===== config.mk =====
export PLATFORM = sky130hd
export DESIGN_NAME = step_sequencer
export DESIGN_NICKNAME = d
export VERILOG_FILES = /design/src/rtl/step_sequencer.sv
export SDC_FILE = /design/constraint.sdc
export NUM_CORES = 1
export LEC_CHECK = 0
export ABC_AREA = 1
export BUFFER_PORTS_ARGS = -buffer_cell sky130_fd_sc_hd__buf_4
export CAP_MARGIN = 5
export CORE_MARGIN = 2
export CORE_UTILIZATION = 45
export CTS_BUF_LIST = sky130_fd_sc_hd__clkbuf_4
export CTS_CLUSTER_SIZE = 12
export DETAILED_ROUTE_END_ITERATION = 10
export GPL_ROUTABILITY_DRIVEN = 0
export PLACE_DENSITY_LB_ADDON = 0.05
export SLEW_MARGIN = 5
export SYNTH_ARGS = -nofsm -noshare
export SYNTH_HDL_FRONTEND = slang
export SYNTH_SLANG_ARGS = --single-unit

===== constraint.sdc =====
create_clock -name drv_clk -period 2.1 [get_ports drv_clk]
set_input_delay 0 -clock drv_clk [delete_from_list [all_inputs] [get_ports drv_clk]]
set_output_delay 0 -clock drv_clk [all_outputs]
set_load 0.01 [all_outputs]

===== src/rtl/step_sequencer.sv =====
// step_sequencer: turns a move command into one-cycle forw/rev step pulses spaced by a period
module step_sequencer #(
  parameter int STEP_W = 8,
  parameter int PER_W  = 8
) (
  input  logic              drv_clk,
  input  logic              reset,
  input  logic              start,
  input  logic              dir,
  input  logic [STEP_W-1:0] steps,
  input  logic [PER_W-1:0]  period,
  input  logic              abort,
  output logic              forw,
  output logic              rev,
  output logic              busy,
  output logic              cmd_done,
  output logic [STEP_W-1:0] steps_left
);
  typedef enum logic [1:0] {IDLE, WAIT, STEP, DONE} state_t;
  state_t state, state_nx;
  logic dir_q, dir_nx;
  logic [PER_W-1:0] per_q, per_nx, cnt, cnt_nx;
  logic [STEP_W-1:0] steps_nx;
  always_ff @(posedge drv_clk or posedge reset)
    if (reset) begin
      state      <= IDLE;
      dir_q      <= 1'b0;
      per_q      <= '0;
      cnt        <= '0;
      steps_left <= '0;
    end else begin
      state      <= state_nx;
      dir_q      <= dir_nx;
      per_q      <= per_nx;
      cnt        <= cnt_nx;
      steps_left <= steps_nx;
    end
  // per_q holds the period already clamped to at least 1, so reloads need no check
  always_comb begin
    state_nx = state;
    dir_nx   = dir_q;
    per_nx   = per_q;
    cnt_nx   = cnt;
    steps_nx = steps_left;
    case (state)
      IDLE: if (start) begin
        steps_nx = steps;
        if (steps != '0) begin
          state_nx = WAIT;
          dir_nx   = dir;
          per_nx   = (period == '0) ? PER_W'(1) : period;
          cnt_nx   = per_nx;
        end else state_nx = DONE;
      end
      WAIT: begin
        state_nx = abort ? DONE : (cnt == PER_W'(1)) ? STEP : WAIT;
        cnt_nx   = (abort || cnt == PER_W'(1)) ? cnt : cnt - PER_W'(cnt != '0);
      end
      STEP: begin
        steps_nx = steps_left - STEP_W'(steps_left != '0);
        state_nx = (steps_nx == '0 || abort) ? DONE : WAIT;
        cnt_nx   = per_q;
      end
      default: state_nx = IDLE;
    endcase
  end
  assign forw     = (state == STEP) & ~dir_q;
  assign rev      = (state == STEP) & dir_q;
  assign busy     = (state != IDLE);
  assign cmd_done = (state == DONE);
endmodule


==> flow_summary.ini, run 1 <==
[clock_tree]
tritoncts = done
clk_pin_slew_ps = 160
clkSinkCount = 27
clock_latency_ps = 330
h-tree-depth = 1
max-clock-path-buffers = 2
cts_root_buffer = clkbuf_4
cts-buffers-inserted = 3

[global_routing]
track_usage = 0.228
grt_overflow = 0
antenna_found_initial = 0
grt_pass1_wl_um = 8120
grt_pass1_vias = 1849
grt_max_degree = 28

[layout]
syn_to_final_growth_pct = 37.9
design_area_um2 = 2590
stdcell_count = 374
antenna_cells = 0
final_nets = 356
drive_above_1_share = 0.306

[drt]
wire_per_inst_um = 13.5
m1WireLength_um = 2240
drt_iter0_drc = 53
drtPass1Iterations = 4
route.top_layer_used = met4
num_vias = 1895
wl_met2_um = 2650
drc = 0
via_per_inst = 5.07
wl_met3_um = 107
ant_nets = 0
drt-total-wl_um = 5040

[sta]
hold_ws_ps = 21.6
rsz0062_at_grt = yes
final.setup_skew_ps = 15.7
timing_hold_violations_final = 0
tightest_slew_ps = 582
setup_tns_ps = 0
min_period_ps = 2040
maxSlewHeadroom = 0.612
final-setup-viol-count = 0
slew_viol_final = 0
fmax_ghz = 0.490
finalCritPeriodShare = 0.972

[power_and_ir_drop]
ir_drop_mv = 0.638
p_leak_nw = 1.27
total_power_mw = 3.81
powerDensity_nw_per_um2 = 1470

[setup_path]
rr_startpoint = steps_left[7]
startpoint_type = flip-flop
reg2reg_to = state[1]
cp_data_required_time_ps = 2370
critPathCaptureType = flip-flop
ff2ff_setup_slack_ps = 60
reg2reg_depth = 15
crit_type = flip-flop to flip-flop
critPathArrivalTime_ps = 2310
crit_path_max_fanout = 4

[floorplanning]
num_io_pins = 33
initial_utilization = 0.470
core_area_um2 = 4000
die_area_um2 = 4710
rows = 23
die_w_um = 68.7
fp.dieH_um = 68.7

[logic_synthesis]
yosysUniqueCellTypes = 33
yosys_warnings = 0
syn_nets = 286
synth_seq_cells = 27
synth_cells = 255
syn_area_per_cell_um2 = 7.38
seq_area_frac_synth = 0.359
syn_area_um2 = 1880

[run]
max_cap_violations = 0

[min_path]
hp-start = abort
min_path_type = input pin to flip-flop
hold_depth = 5
whs_endpoint = state[0]

[outcome]
status = finished, final reports clean

[placed_design]
dp_cells = 342
placed_area_um2 = 2220
hpwl_um = 3540
port_buffers = 32
## cells in the mapped netlist (all sizes together)
library cell | n | area (um^2)
o31ai | 2 | 15.0
o21ai | 33 | 180
nand3b | 1 | 7.51
nand4 | 5 | 31.3
nor2 | 26 | 139
o211ai | 3 | 22.5
nor3 | 3 | 20.0
o21bai | 1 | 7.51
o22ai | 6 | 37.5
nand2 | 69 | 298
nand3 | 14 | 70.1
buf | 4 | 28.8
a2bb2oi | 1 | 8.76
a21oi | 9 | 45.0
dfrtp | 27 | 676
nor3b | 1 | 7.51
inv | 37 | 141
clkinv | 1 | 3.75
xor2 | 2 | 17.5
ha | 10 | 125
## logic make-up (layout without fill, tap and decap cells)
group                      Yosys count  in the layout  share of synthesized area
AOI/OAI and AO/OA                   55             55                      0.168
xor gates and xnor gates             2              2                    0.00931
adders and majority gates           10             10                     0.0665
buffers and inverters               42            111                     0.0924
DFF                                 27             27                      0.359
and+or+nand+nor                    119            119                      0.305
## where the power goes
group          internal (mW)  switching, mW  leakage [nW]  total, mW
clock network         0.0714          0.161        0.0177      0.232
logic                   1.12           1.46         0.920       2.59
registers              0.777          0.215         0.334      0.992
## layer usage
layer  up-vias  track usage
met1       893        0.276
met2        30        0.430
met3         4       0.0211
met5         -            0
met4         0       0.0525
li1        968            -
## how the worst max path moves through the flow
stage                        from  slack [ps]  endpoint
detailed placement  steps_left[3]          20  state[1]
global route        steps_left[7]        -140  state[1]
finish              steps_left[7]          60  state[1]
CTS                 steps_left[7]           2  state[1]
global placement           cnt[5]          60    cnt[4]
floorplan           steps_left[3]         110  state[1]
## critical path: stages (launching register included)
cell and delay [ps]:
dfrtp_1 450, nor3_2 210, nand3_2 150, ha_4 190, ha_4 250, nand2_1 40
nand3b_1 170, nor2_2 90, nand2_1 50, nor2_1 70, nand2_1 50, nand2_1 50
nand2_1 40, nand2_1 60, nand2_1 40, nand2_1 50
## cell type report
cell class	instances	area (um^2)
sequential	27	676
clock inverter	1	5.00
multi-input combinational	186	1120
tap	50	62.6
clock buffer	3	22.5
inverter	38	145
timing repair buffer	69	563
fill	370	1410
## flip-flops by register name (all words and copies together), names as in the netlist
name,count
cnt,8
dir_q,1
per_q,8
state,2
steps_left,8
## metrics by stage
step / setup WS [ps] / utilization
global route: -142 / 0.649
detailed placement: 18.9 / 0.556
finish: 58.8 / 0.649
CTS: 1.70 / 0.613
floorplan: 110 / -
global placement: 62.9 / 0.556
## layout by cell type (no fill, tap or decap), types with 2 or more instances in the layout
cell type,netlist,final
o21ai_2,4,4
inv_2,9,12
a21oi_1,9,9
inv_1,27,24
o21ai_1,11,13
nand2_1,61,60
xor2_1,2,2
nor2_1,17,17
ha_4,0,4
o22ai_1,6,6
o211ai_1,3,3
buf_4,1,51
o21ai_0,18,16
nor2_2,7,6
nor2_4,1,2
ha_1,10,5
nand2_2,6,7
clkbuf_4,0,3
o31ai_1,2,2
nand3_1,14,12
dlygate4sd3_1,0,18
nand4_1,5,5
dfrtp_1,27,27
## timing repair
action,in CTS,in global routing
buffers inserted,3,7
hold buffers,18,0
endpoints found under the setup margin,2,5
pin swaps,1,11
gates resized for setup,1,18
hold endpoints to repair,46,0
(Power assumes the default switching activity.)
==> run 2, diff against run 1 <==
--- a/config.mk
+++ b/config.mk
@@ -5,7 +5,7 @@
 export SDC_FILE = /design/constraint.sdc
 export NUM_CORES = 1
 export LEC_CHECK = 0
-export ABC_AREA = 1
+export ABC_AREA = 0
 export BUFFER_PORTS_ARGS = -buffer_cell sky130_fd_sc_hd__buf_4
 export CAP_MARGIN = 5
 export CORE_MARGIN = 2
==> run 2 against run 1 <==
  * Sequential power about the same
  * Critical path depth decreased by 6
  * Worst hold slack improved by 38 ps
  * The flow now finishes with violations (setup timing)
  * First-iteration DRC count increased by 43%
  * Register-to-register slack lost 120 ps
  * Combinational power grew 4%
==> flow_summary.ini, run 2 <==
[outcome]
status = finished with violations
violations = setup timing

[logic_synthesis]
yosys.cell_count.top_type = dfrtp_1
async_reset_ff_frac = 1.00
synth.area.top_cells = dfrtp_1, ha_1, mux2_4
synth_seq_cells = 27
synth_cells = 188
synth-edff-count = 0
yosys-top-cells-count = dfrtp_1, a21oi_1, inv_1, nand2_1, nor2_1
yosys_warnings = 0
synth_ff_type = dfrtp_1
syn_area_per_cell_um2 = 9.42
seq_area_frac_synth = 0.381
syn_area_um2 = 1770
synth_top_area_share = 0.381
synth_top_area_cell = dfrtp_1
syn_nets = 219
yosysUniqueCellTypes = 36

[floorplanning]
die_area_um2 = 4450
initial_utilization = 0.477
rows = 22
die_w_um = 66.7
core_area_um2 = 3720
num_io_pins = 33
fp.dieH_um = 66.7

[layout]
design_area_um2 = 2530
nFillCells = 313
multi_input_area_um2 = 1080
final_nets = 294
stdcell_count = 310
mostFrequentLayoutCells = buf_4, dfrtp_1, dlygate4sd3_1
final_common_cell = buf_4
drive_above_1_share = 0.359
regArea_um2 = 676
antenna_cells = 0
syn_to_final_growth_pct = 43.1
reg_top3 = cnt: 8 flops, per_q: 8 flops, steps_left: 8 flops

[global_routing]
use_met2 = 0.349
grt_pass1_wl_um = 7500
track_usage = 0.223
grt_pass1_vias = 1568
grt_overflow = 0
busiest_layer = met2
met1_usage = 0.328
antenna_found_initial = 0
grt_max_degree = 28
grt_util_met3 = 0.0220

[placed_design]
port_buffers = 32
dp_cells = 285
hpwl_um = 3250
placed_area_um2 = 2240

[run]
max_cap_violations = 0

[drt]
num_vias = 1651
drt_iter0_drc = 76
ant_nets = 0
wire_per_inst_um = 14.8
drt-total-wl_um = 4600
drc = 0
via_per_inst = 5.33
drtPass1Iterations = 4

[setup_path]
slowest_delay_ps = 450
critPathCaptureType = flip-flop
cp_data_required_time_ps = 2350
slowest_stage = dfrtp_1
reg2reg_depth = 9
path_depth = 9
crit_type = flip-flop to flip-flop
crit_path_max_fanout = 3
critPathArrivalTime_ps = 2410
path_cells = nor4_4 -> nand3_1 -> ha_2 -> ha_4 -> nor3b_1 -> xor2_1 -> a22oi_1 -> a21oi_1 -> mux2_4
cp_top_family = simple AND/OR/NAND/NOR gates
startpoint_type = flip-flop
path_buf_inv = 0

[sta]
final-setup-viol-count = 2
rsz0062_at_grt = yes
timing_hold_violations_final = 0
finalCritPeriodShare = 1.03
tightest_slew_ps = 578
maxSlewHeadroom = 0.603
setup_tns_ps = -74.5
fin_ws_ps = -65.9
fmax_ghz = 0.462
min_period_ps = 2170
final.setup_skew_ps = 4.67
slew_viol_final = 0

[clock_tree]
cts-buffers-inserted = 3
clkSinkCount = 27
h-tree-depth = 1
clk_pin_slew_ps = 160
max-clock-path-buffers = 2
tritoncts = done
clock_latency_ps = 340
cts_root_buffer = clkbuf_4

[power_and_ir_drop]
total_power_mw = 3.93
p_leak_nw = 1.17
ir_drop_mv = 0.693
powerDensity_nw_per_um2 = 1550

[min_path]
hold_depth = 3
min_path_type = input pin to flip-flop
## run 2: cell types whose count changed after synthesis, moves of 7 or more
| cell | previous run | this run |
|---|---|---|
| nand2_1 | 61 | 13 |
| o21ai_1 | 11 | 0 |
| nor2_2 | 7 | 0 |
| o21ai_0 | 18 | 9 |
| clkbuf_1 | 0 | 8 |
| mux2_2 | 0 | 9 |
| inv_1 | 27 | 13 |
| inv_2 | 9 | 0 |
| mux2_4 | 0 | 7 |
| xor2_1 | 2 | 9 |
## run 2: path summary, 6_finish.rpt
kind	from	end	slack [ps]
max in group asynchronous	reset	state[1]	1590
min in group asynchronous	reset	per_q[4]	250
worst max-delay path	cnt[5]	cnt[4]	-70
worst min-delay path	abort	state[1]	60
worst min register to register	per_q[7]	per_q[7]	520
worst max register to register	cnt[5]	cnt[4]	-70
## run 2: logic make-up after synthesis
logic type,synth area share
fa+ha+maj,0.0706
mux,0.145
simple gates,0.170
compound gates,0.138
buf+inv,0.0508
xor+xnor,0.0445
flops,0.381
## run 2: through the flow
stage / util / hold slack (ps) / worst slack, ps
detailed placement: 0.602 / 91.1 / -13.6
floorplan: - / 52.7 / 3.90
finish: 0.682 / 60.0 / -65.9
global placement: 0.602 / 86.4 / 10.9
CTS: 0.661 / 50.9 / -21.0
global route: 0.682 / 108 / -183
## run 2: power by group
group,switching [mW],internal [mW]
sequential,0.207,0.795
combinational,1.30,1.39
clock,0.172,0.0718
total,1.68,2.25
## run 2: layout make-up
type	instances	share of cell area
repair buffers	79	0.252
clock buffers	3	0.00888
clock inverters	1	0.00197
multi-input cells	139	0.428
flip-flops and latches	27	0.267
inverters	13	0.0192
well taps	48	0.0237
## run 2: routing by layer
layer,vias up,share of wire
met5,-,0
met4,0,0.011
met3,4,0.030
met2,35,0.45
met1,798,0.51
li1,814,-
## run 2: tightest hold or removal path, cell delays in order
cell      delay [ps]
buf_4            100
a221oi_2          60
o31ai_1          210
## run 2: what timing repair did
action	4_1_cts	5_1_grt
gates resized for setup	1	11
setup buffers	0	3
endpoints found under the hold margin	45	0
pin swaps	0	12
hold buffers	18	0
setup endpoints to repair	1	5
